File: config.mk
export PLATFORM = sky130hd
export DESIGN_NAME = instruction_fetch_flat
export DESIGN_NICKNAME = d
export VERILOG_FILES = /design/src/rtl/instruction_fetch_if.sv /design/src/rtl/instruction_fetch.sv /design/src/flat_wrapper.sv
export SDC_FILE = /design/constraint.sdc
export NUM_CORES = 1
export LEC_CHECK = 0
export CORE_MARGIN = 3
export CORE_UTILIZATION = 54
export DETAILED_ROUTE_END_ITERATION = 12
export GPL_TIMING_DRIVEN = 1
export HOLD_SLACK_MARGIN = 0.1
export PLACE_DENSITY = 0.85
export SYNTH_ARGS = -nofsm -noshare
export SYNTH_HDL_FRONTEND = slang
export SYNTH_SLANG_ARGS = --single-unit
export TNS_END_PERCENT = 50
File: constraint.sdc
create_clock -name clk -period 4.84 [get_ports clk]
set_input_delay 0.968 -clock clk [delete_from_list [all_inputs] [get_ports clk]]
set_output_delay 0.968 -clock clk [all_outputs]
set_load 0.1 [all_outputs]
File: src/rtl/instruction_fetch_if.sv
// Fetch-stage bus bundle: instruction-memory request/response, execute redirect and
// the ready/valid handoff to the decoder.
interface instruction_fetch_if;
  logic        imem_req;
  logic [31:0] imem_addr;
  logic        imem_gnt;
  logic        imem_rvalid;
  logic [31:0] imem_rdata;
  logic        redirect;
  logic [31:0] redirect_pc;
  logic        dec_ready;
  logic        en;
  logic [31:0] instruction_code;
  logic [31:0] inst_pc;
  logic        misaligned;

  modport master (
    output imem_req, imem_addr, en, instruction_code, inst_pc, misaligned,
    input  imem_gnt, imem_rvalid, imem_rdata, redirect, redirect_pc, dec_ready
  );

  modport slave (
    input  imem_req, imem_addr, en, instruction_code, inst_pc, misaligned,
    output imem_gnt, imem_rvalid, imem_rdata, redirect, redirect_pc, dec_ready
  );
endinterface

File: src/rtl/instruction_fetch.sv
// RV32I fetch stage: PC, credit-limited imem requests, 2-entry instruction buffer toward
// the decoder, and redirect flush with kill counting of in-flight returns.
module instruction_fetch #(
  parameter logic [31:0] RESET_PC = 32'h0000_0000
) (
  input logic                 clk,
  input logic                 rst_n,
  instruction_fetch_if.master bus
);

  logic [31:0] pc_q, pc_d;
  logic [1:0]  outst_q, outst_d;
  logic [1:0]  kill_q, kill_d;
  logic [1:0]  count_q, count_d;
  logic        misaligned_q, misaligned_d;
  logic [31:0] fifo_word_q [2];
  logic [31:0] fifo_word_d [2];
  logic [31:0] fifo_pc_q [2];
  logic [31:0] fifo_pc_d [2];
  logic [31:0] ifq_pc_q [2];
  logic [31:0] ifq_pc_d [2];

  logic       en;
  logic       pop;
  logic       req;
  logic       grant;
  logic       rsp;
  logic       live_rsp;
  logic [2:0] credit;
  logic       ifq_idx;
  logic       push_idx;

  always_comb begin
    en       = (count_q != 2'd0);
    pop      = en && bus.dec_ready;
    // Slots already claimed by in-flight requests and buffered words, net of this pop.
    credit   = {1'b0, outst_q} + {1'b0, count_q} - {2'b00, pop};
    req      = !bus.redirect && !misaligned_q && (credit < 3'd2);
    grant    = req && bus.imem_gnt;
    rsp      = bus.imem_rvalid && (outst_q != 2'd0);
    live_rsp = rsp && (kill_q == 2'd0);
    // Granting implies outst <= 1, so the new entry lands at outst - rsp.
    ifq_idx  = (outst_q == 2'd1) && !rsp;
    push_idx = ((count_q - {1'b0, pop}) == 2'd1);
  end

  always_comb begin
    pc_d         = pc_q;
    kill_d       = kill_q;
    misaligned_d = misaligned_q;
    fifo_word_d  = fifo_word_q;
    fifo_pc_d    = fifo_pc_q;
    ifq_pc_d     = ifq_pc_q;

    if (grant) pc_d = pc_q + 32'd4;
    outst_d = outst_q + {1'b0, grant} - {1'b0, rsp};

    if (rsp) ifq_pc_d[0] = ifq_pc_q[1];
    if (grant) ifq_pc_d[ifq_idx] = pc_q;

    if (rsp && (kill_q != 2'd0)) kill_d = kill_q - 2'd1;

    if (pop) begin
      fifo_word_d[0] = fifo_word_q[1];
      fifo_pc_d[0]   = fifo_pc_q[1];
    end
    if (live_rsp) begin
      fifo_word_d[push_idx] = bus.imem_rdata;
      fifo_pc_d[push_idx]   = ifq_pc_q[0];
    end
    count_d = count_q + {1'b0, live_rsp} - {1'b0, pop};

    // Redirect wins: everything still in flight after this cycle must be discarded.
    if (bus.redirect) begin
      count_d      = 2'd0;
      kill_d       = outst_q - {1'b0, rsp};
      pc_d         = {bus.redirect_pc[31:2], 2'b00};
      misaligned_d = (bus.redirect_pc[1:0] != 2'b00);
    end
  end

  always_ff @(posedge clk or negedge rst_n) begin
    if (!rst_n) begin
      pc_q         <= RESET_PC;
      outst_q      <= 2'd0;
      kill_q       <= 2'd0;
      count_q      <= 2'd0;
      misaligned_q <= 1'b0;
      fifo_word_q  <= '{default: 32'h0};
      fifo_pc_q    <= '{default: 32'h0};
      ifq_pc_q     <= '{default: 32'h0};
    end else begin
      pc_q         <= pc_d;
      outst_q      <= outst_d;
      kill_q       <= kill_d;
      count_q      <= count_d;
      misaligned_q <= misaligned_d;
      fifo_word_q  <= fifo_word_d;
      fifo_pc_q    <= fifo_pc_d;
      ifq_pc_q     <= ifq_pc_d;
    end
  end

  always_comb begin
    bus.imem_req         = req;
    bus.imem_addr        = pc_q;
    bus.en               = en;
    bus.instruction_code = en ? fifo_word_q[0] : 32'h0;
    bus.inst_pc          = en ? fifo_pc_q[0] : 32'h0;
    bus.misaligned       = misaligned_q;
  end

endmodule

File: src/flat_wrapper.sv
// flat-port wrapper written by rule: the top's interface ports become plain ports
module instruction_fetch_flat 
#(
  parameter logic [31:0] RESET_PC = 32'h0000_0000
)
  (clk, rst_n, bus_imem_req, bus_imem_addr, bus_en, bus_instruction_code, bus_inst_pc, bus_misaligned, bus_imem_gnt, bus_imem_rvalid, bus_imem_rdata, bus_redirect, bus_redirect_pc, bus_dec_ready);
  instruction_fetch_if bus_i ();
  input logic clk;
  input logic rst_n;
  output wire logic [$bits(bus_i.imem_req)-1:0] bus_imem_req;
  output wire logic [$bits(bus_i.imem_addr)-1:0] bus_imem_addr;
  output wire logic [$bits(bus_i.en)-1:0] bus_en;
  output wire logic [$bits(bus_i.instruction_code)-1:0] bus_instruction_code;
  output wire logic [$bits(bus_i.inst_pc)-1:0] bus_inst_pc;
  output wire logic [$bits(bus_i.misaligned)-1:0] bus_misaligned;
  input wire logic [$bits(bus_i.imem_gnt)-1:0] bus_imem_gnt;
  input wire logic [$bits(bus_i.imem_rvalid)-1:0] bus_imem_rvalid;
  input wire logic [$bits(bus_i.imem_rdata)-1:0] bus_imem_rdata;
  input wire logic [$bits(bus_i.redirect)-1:0] bus_redirect;
  input wire logic [$bits(bus_i.redirect_pc)-1:0] bus_redirect_pc;
  input wire logic [$bits(bus_i.dec_ready)-1:0] bus_dec_ready;
  assign bus_imem_req = bus_i.imem_req;
  assign bus_imem_addr = bus_i.imem_addr;
  assign bus_en = bus_i.en;
  assign bus_instruction_code = bus_i.instruction_code;
  assign bus_inst_pc = bus_i.inst_pc;
  assign bus_misaligned = bus_i.misaligned;
  assign bus_i.imem_gnt = bus_imem_gnt;
  assign bus_i.imem_rvalid = bus_imem_rvalid;
  assign bus_i.imem_rdata = bus_imem_rdata;
  assign bus_i.redirect = bus_redirect;
  assign bus_i.redirect_pc = bus_redirect_pc;
  assign bus_i.dec_ready = bus_dec_ready;
  instruction_fetch #(.RESET_PC(RESET_PC)) u_core (.clk(clk), .rst_n(rst_n), .bus(bus_i));
endmodule
### Word-level counts from Yosys, hierarchy flattened

Cells that the tools add are included.

* add/sub/neg operators: 10
* order comparisons: 5
* eq/ne operators: 2
* muxes and demuxes: 20
* bitwise operators: 2
* reduce and logical (&&, ||, !) cells: 20

Operators by type and width (number)
* $mux W32: 9
* $bwmux W64: 3
* $mux W64: 3
* $demux W32 S1: 2
* $add A32 B3 Y32 const B: 1
* $reduce_bool A2 Y1: 6
* $logic_and A1 B1 Y1: 10
* $sub A2 B1 Y2: 4
* $mux W2: 3
* $add A2 B1 Y2: 2
* $eq A2 B1 Y1 const B: 2
* $ge A2 B2 Y1 const B: 2
* $lt A2 B1 Y1 const B: 2
* $not A1 Y2: 2
* $add A2 B2 Y3: 1
* $logic_not A1 Y1: 3
* $lt A3 B2 Y1 const B: 1
* $sub A3 B1 Y3: 1
* $logic_not A2 Y1: 1
* $sub A2 B1 Y2 const B: 1

* register bits: 231
* input port bits: 70
* output and inout bits: 99
* logic and storage cells: 70

### Logic depth before layout (Yosys ltp)

Gate-level depths: netlist (run 1).

* word-level depth: 11
* gate-level depth with buffers: 13

### Worst setup path after synthesis (run 1)

Ideal clock, no wire load.

* path kind: input port to output port
* start: input bus_dec_ready
* end: output bus_imem_req
* arrival: 3220 ps
* required time: 3872 ps
* slack: 652 ps
* cell stages on the path: 7
* buffers on the path: 2
* path through: nand2_1 -> buf_2 -> buf_2 -> nor2_1 -> fa_1 -> xor2_1 -> and3_1

* cells in the longest elaborated chain, start to end: 4

Ends and longest elaborated chain
* from (decl): RTL line flat_wrapper.sv:21 `input wire logic [$bits(bus_i.dec_ready)-1:0] bus_dec_ready;`
* $logic_and A1 B1 Y1: RTL line instruction_fetch.sv:35 `pop = en && bus.dec_ready;`
* $sub A3 B1 Y3: RTL line instruction_fetch.sv:37 `credit = {1'b0, outst_q} + {1'b0, count_q} - {2'b00, pop};`
* $lt A3 B2 Y1: RTL line instruction_fetch.sv:38 `req = !bus.redirect && !misaligned_q && (credit < 3'd2);`
* $logic_and A1 B1 Y1: RTL line instruction_fetch.sv:38
* to (decl): RTL line flat_wrapper.sv:10 `output wire logic [$bits(bus_i.imem_req)-1:0] bus_imem_req;`

Every way passes these cells.

### Worst setup path after layout (run 1)

* start: register u_core.count_q[1]
* end: output bus_instruction_code[8]

* cells in the longest elaborated chain, start to end: 2

Ends and longest elaborated chain
* from (decl): RTL line instruction_fetch.sv:14 `logic [1:0] count_q, count_d;`
* from (signal assigned): RTL line instruction_fetch.sv:96 `count_q <= count_d;`
* $reduce_bool A2 Y1: RTL line instruction_fetch.sv:34 `en = (count_q != 2'd0);`
* $mux W32: RTL line instruction_fetch.sv:108 `bus.instruction_code = en ? fifo_word_q[0] : 32'h0;`
* to (decl): RTL line flat_wrapper.sv:13 `output wire logic [$bits(bus_i.instruction_code)-1:0] bus_instruction_code;`

Every way passes these cells.

==> results of run 1 <==
==> kinds of logic after synthesis <==
| family | share of synthesized area (%) |
|---|---|
| simple gates | 16.1 |
| flops | 53.8 |
| compound gates | 9.49 |
| mux | 15.7 |
| buf+inv | 3.19 |
| xor+xnor | 0.995 |
| fa+ha+maj | 0.782 |
| other cells | 0.0355 |
==> cell usage after synthesis, types with 5 or more instances <==
cell type  count  area (um2)
a221o_1        5        50.1
a31oi_1       31         194
and2_1        71         444
and3_1         7        43.8
buf_2         20         100
clkbuf_1      43         161
dfrtp_1      227        5680
ha_1           5        62.6
inv_1         13        48.8
mux2_1        20         225
mux2_2        69         777
mux2i_1       65         651
nand2_1      167         627
nand3_1       17        85.1
nand4_1        6        37.5
nor2_1        41         154
nor3_1         5        25.0
nor4_1         7        43.8
o211ai_1       5        37.5
o21ai_0       52         260
o21ai_1       37         185
o311ai_0       7        61.3
o311ai_1       9        78.8
or3_1          7        43.8
or4_1          9        67.6
xnor2_1        8        70.1
==> layer usage <==
layer | GRT usage [%] | wire (um) | vias to the layer above
met5 | 0 | 0 | -
met4 | 6.17 | 477 | 0
met3 | 3.52 | 1520 | 43
met2 | 37.0 | 11000 | 291
met1 | 33.0 | 11200 | 3893
li1 | - | - | 3777
==> state kept, by name, indices dropped and copies added (netlist names) <==
| signal | flops |
|---|---|
| u_core.fifo_pc_q | 64 |
| u_core.fifo_word_q | 64 |
| u_core.ifq_pc_q | 62 |
| u_core.bus.imem_addr | 30 |
| u_core.count_q | 2 |
| u_core.kill_q | 2 |
| u_core.outst_q | 2 |
| u_core.bus.misaligned | 1 |
==> tightest hold or removal path: stages (launching register included) <==
cell and delay [ps]:
dfrtp_1 340, nand2_1 50, o21ai_0 60
==> metrics by stage <==
step	area (um2)	util, %	instances	setup slack, ps
floorplan	10600	-	997	652
global placement	12400	65.2	1371	961
detailed placement	12400	65.2	1371	834
CTS	13100	69.1	1411	701
global route	13100	69.1	1411	605
finish	13100	69.1	1411	731
==> where the power goes <==
group / switching (W) / internal [W]
combinational: 0.00129 / 0.000736
sequential: 0.000383 / 0.00248
clock: 0.000710 / 0.00103
total: 0.00238 / 0.00424
==> layout make-up <==
type | instances | area, um2 | area share, %
repair buffers | 181 | 1740 | 13.3
well taps | 260 | 325 | 2.48
inverters | 14 | 52.6 | 0.401
multi-input cells | 689 | 4570 | 34.9
clock buffers | 33 | 643 | 4.91
flip-flops and latches | 227 | 5680 | 43.4
clock inverters | 7 | 88.8 | 0.678
==> final timing paths <==
check / end / slack [ps]
max: bus_instruction_code[8] / 730
min: u_core.ifq_pc_q[16] / 480
max reg2reg: u_core.bus.imem_addr[27] / 1280
min reg2reg: u_core.ifq_pc_q[16] / 480
max in group asynchronous: u_core.fifo_pc_q[19] / 3160
min in group asynchronous: u_core.bus.imem_addr[29] / 530
==> summary.txt, run 1 <==
CTS
  – # hold bufs at CTS: 0
  – Clock latency on the worst-skew pair: 510 ps
  – TritonCTS buffer count: 23
  – Post_cts resized: 0
  – Clk pin slew, worst setup/hold paths: 60 ps
  – Clk root buf: clkbuf_16
  – Max Root-Sink Buffers: 3
  – CTS H-tree depth: 1
  – # clock sinks: 227
  – CTS tree: yes
  – # Post-CTS Setup Buffers: 0

Route
  – DR WL/cell: 17.2 um
  – WL final: 24,200 um
  – Router iterations before antenna repair: 5
  – DRT iter0 DRCs: 555
  – Antenna-violating nets left: 0
  – Vias: 8,004
  – DRC viols: 0
  – Vias per cell: 5.67

Place
  – Post-DP HPWL: 15,600 um
  – PortBufs: 166
  – Placer congestion estimate: 0.924

Setup path
  – CP Max Fanout: 55
  – CP max stage delay: 1130 ps
  – Critical path depth: 3
  – Critical Path RT: 3870 ps
  – Crit path from: u_core.count_q[1]
  – FF-to-FF path depth: 9
  – Arr. time, crit path: 3140 ps
  – Critical Path Sink Type: output pin
  – CP startpoint kind: flip-flop
  – Crit-path cells: or2_2, and2_1, clkdlybuf4s50_1
  – RR Startpoint: u_core.count_q[1]
  – Bufs and invs on worst path: 1
  – Critical path type: flip-flop to output pin
  – Slowest CP cell: clkdlybuf4s50_1
  – Cell family with most CP delay: buffers and inverters

Final layout
  – Nets: 1,212
  – Most common cell after layout, fill and taps aside: dfrtp_1
  – Share of post-route cells with drive strength above 1: 13.8%
  – Fill cell count: 1,412
  – Ant diodes: 0
  – Area growth, synth to finish: 24.1%
  – Most frequent cells in the layout: dfrtp_1, nand2_1, clkdlybuf4s50_1, and2_1, mux2_2

STA
  – Max-slew violations: 0
  – Skew final: 20.3 ps
  – RSZ-0062 raised after global routing: no
  – Worst slew margin: 21.9%
  – Fin. Hold Viols: 0
  – Worst-margin pin slew: 1170 ps
  – Fin Hold WS: 481 ps
  – Period utilization: 84.9%
  – Fmax: 243 MHz
  – Setup TNS: 0 ps
  – Crit path time final: 4110 ps
  – Setup-failing EPs final: 0

Floorplanning
  – Core Rows: 50
  – I/O pin total: 169
  – Die extent in y: 146 um
  – Starting Density: 55.7%
  – Die X: 146 um
  – Die ar.: 21,300 um2
  – Core area: 19,000 um2

Power
  – Pwr per Cell Area: 506 nW/um2
  – Worst IR Drop VDD: 0.252 mV
  – Leakage: 6.26 nW
  – Overall power: 0.00662 W

Flow run
  – Max_cap viols: 0

GRT
  – Gr usage total: 23.0%
  – Global route overflow: 0
  – First-pass GRT wire length: 41,000 um
  – Antenna violations before repair: 0
  – Pin count of the biggest net entering global routing: 126
  – Vias in the first global route: 8,097

Synth
  – EDFF count, synth: 0
  – Seq/Total Area, Yosys: 53.8%
  – Post-Syn Instances: 996
  – Commonest register cell after synthesis: dfrtp_1
  – Cell area after synthesis: 10,600 um2
  – Number of synthesized register bits: 227
  – YS warnings: 0
  – Distinct cells, synth: 53
  – Synth async-reset ratio: 100%
  – Synthesized area per cell: 10.6 um2

Run status
  – Status: finished, final reports clean

Worst hold path
  – Hold_sp: u_core.ifq_pc_q[16]
  – Hold/Removal Path Class: flip-flop to flip-flop
  – Hold Path Stages: 2
Power figures use the tool's default switching activity.
==> run 2, diff against run 1 <==
Clock period 4.84 ns to 4.3 ns, I/O delays scaled along.
==> run 2 against run 1 <==
Hold slack worse by 65 ps; non-clock buffer count increased by 1; first-iteration DRC count shrank 14%; cell area is 0.12% higher; critical path depth increased by 5; clock skew fell by 3.9 ps; register-to-register slack worse by 70 ps; die area unchanged; cell count rose by 0.21%; sequential power is 13% higher; sequential share of layout area fell by 0.054 points.
==> summary.txt, run 2 (synthesized netlist as in run 1, its figures left out) <==
Route
  – Antenna-violating nets left: 0 (unchanged)
  – Vias per cell: 5.65 (-0.34%)
  – DRC viols: 0 (unchanged)
  – DR WL/cell: 17.3 um (+0.94%)
  – Vias: 7,994 (-0.12%)
  – Router iterations before antenna repair: 5 (unchanged)
  – WL final: 24,500 um (+1.2%)
  – DRT iter0 DRCs: 480 (-14%)

Setup path
  – CP startpoint kind: input port
  – Critical path type: input port to output pin
  – Arr. time, crit path: 2870 ps (-270 ps)
  – Crit-path cells: clkdlybuf4s50_1, xor2_1, nand2_1, fa_1, xor2_1, buf_4, and3_1, buf_12
  – CP Max Fanout: 7 (-87%)
  – Cell mode on critical path: xor2_1
  – Critical Path RT: 3440 ps (-430 ps)
  – Critical Path Sink Type: output pin
  – CP max stage delay: 600 ps (-530 ps)
  – Slowest CP cell: clkdlybuf4s50_1

STA
  – Fin. Hold Viols: 0 (unchanged)
  – Skew final: 16.4 ps (-3.88 ps)
  – Fmax: 268 MHz
  – Period utilization: 86.7%
  – Setup-failing EPs final: 0 (unchanged)
  – RSZ-0062 raised after global routing: no
  – Crit path time final: 3730 ps
  – Worst slew margin: 25.4% (+3.5 points)
  – Setup TNS: 0 ps (unchanged)
  – Worst-margin pin slew: 1120 ps (-53.1 ps)
  – Max-slew violations: 0 (unchanged)

Place
  – Post-DP HPWL: 15,800 um (+1.2%)
  – Placer congestion estimate: 0.934 (+1.0%)
  – DP Cell Count: 1,372 (+0.073%)
  – PortBufs: 166 (unchanged)

GRT
  – Antenna violations before repair: 0 (unchanged)
  – Vias in the first global route: 8,112 (+0.19%)
  – First-pass GRT wire length: 41,200 um (+0.52%)
  – Global route overflow: 0 (unchanged)
  – Pin count of the biggest net entering global routing: 119 (-5.6%)
  – Gr usage total: 23.0% (+0.047 points)

Floorplanning
  – Starting Density: 55.7% (unchanged)
  – Die ar.: 21,300 um2 (unchanged)
  – Die X: 146 um (unchanged)
  – Core area: 19,000 um2 (unchanged)
  – Core Rows: 50 (unchanged)
  – I/O pin total: 169 (unchanged)
  – Die extent in y: 146 um (unchanged)

CTS
  – Post_cts resized: 0 (unchanged)
  – CTS H-tree depth: 1 (unchanged)
  – Clk pin slew, worst setup/hold paths: 60 ps (about the same)
  – # hold bufs at CTS: 0 (unchanged)
  – Max Root-Sink Buffers: 3 (unchanged)
  – Clock latency on the worst-skew pair: 510 ps (about the same)
  – TritonCTS buffer count: 24 (+4.3%)
  – # clock sinks: 227 (unchanged)
  – CTS tree: yes
  – Clk root buf: clkbuf_16
  – # Post-CTS Setup Buffers: 0 (unchanged)

Final layout
  – Nets: 1,214 (+0.17%)
  – Top Registers: u_core.fifo_pc_q x64, u_core.fifo_word_q x64, u_core.ifq_pc_q x62
  – Share of post-route cells with drive strength above 1: 17.2% (+3.4 points)
  – Most frequent cells in the layout: dfrtp_1, nand2_1, clkdlybuf4s50_1, buf_4, and2_1
  – Post-layout util: 69.2% (+0.086 points)
  – Ant diodes: 0 (unchanged)
  – Most common cell after layout, fill and taps aside: dfrtp_1
  – Non-filler instance count after layout: 1,414 (+0.21%)
  – Area growth, synth to finish: 24.2%

Flow run
  – Max_cap viols: 0 (unchanged)

Worst hold path
  – Hold/Removal Path Class: input port to async pin

Run status
  – Status: finished, final reports clean

Power
  – Pwr per Cell Area: 576 nW/um2 (+14%)
  – Leakage: 6.39 nW (+2.0%)
  – Worst IR Drop VDD: 0.300 mV (+19%)
run 2: changes by cell type in the layout (fill, tap and decap cells not counted), sizes merged:
cell,delta
bufinv,-1
buf,+35
clkdlybuf4s50,-34
inv,-1
clkbuf,+4
run 2: final cells by class:
cell class	instances	area, um2
Timing Repair Buffer	182	1680
Clock inverter	5	50.0
Clock buffer	37	751
Inverter	14	52.6
Fill cell	1410	5840
Tap cell	260	325
Multi-Input combinational cell	689	4570
Sequential cell	227	5680
run 2: power breakdown:
| group | internal [W] | switching (W) | leakage (nW) | total (W) |
|---|---|---|---|---|
| Clock | 0.00125 | 0.000799 | 0.400 | 0.00205 |
| Sequential | 0.00279 | 0.000430 | 3.02 | 0.00322 |
| Combinational | 0.000821 | 0.00146 | 2.97 | 0.00228 |
| Total | 0.00486 | 0.00269 | 6.39 | 0.00755 |
run 2: metrics by stage:
| step | instance area, um2 | hold slack (ps) | total power [W] | worst slack (ps) |
|---|---|---|---|---|
| 6_report | 13100 | 416 | 0.00755 | 573 |
| 5_1_grt | 13100 | 486 | 0.00798 | 463 |
| 4_1_cts | 13100 | 477 | 0.00759 | 573 |
| 3_5_place_dp | 12300 | 469 | 0.00552 | 534 |
| 3_3_place_gp | 12300 | 461 | 0.00541 | 583 |
| 2_1_floorplan | 10600 | 450 | 0.00484 | 328 |
run 2: final timing paths:
kind | startpoint | end | slack (ps) | cells past startpoint
min reg2reg | u_core.ifq_pc_q[23] | u_core.ifq_pc_q[23] | 490 | 2
max | bus_dec_ready | bus_imem_req | 570 | 8
max in group asynchronous | rst_n | u_core.bus.imem_addr[21] | 2950 | 2
min | rst_n | u_core.ifq_pc_q[62] | 420 | 1
max reg2reg | u_core.count_q[1] | u_core.ifq_pc_q[44] | 1210 | 9
min in group clk | u_core.ifq_pc_q[23] | u_core.ifq_pc_q[23] | 490 | 2
run 2: worst max-delay path: cells and delay by family:
kind	cells	cell delay [ps]
XOR/XNOR	2	340
buffers and inverters	3	960
AND/OR/NAND/NOR	2	300
adder cells (fa/ha/maj)	1	410
run 2: per-layer routing:
| metal | wire [um] | track usage, % | part of all wire, % | vias to the layer above |
|---|---|---|---|---|
| li1 | - | - | - | 3775 |
| met2 | 11400 | 36.8 | 47 | 298 |
| met3 | 1540 | 3.74 | 6.3 | 42 |
| met5 | 0 | 0 | 0 | - |
| met1 | 11100 | 33.0 | 45 | 3879 |
| met4 | 492 | 6.36 | 2.0 | 0 |
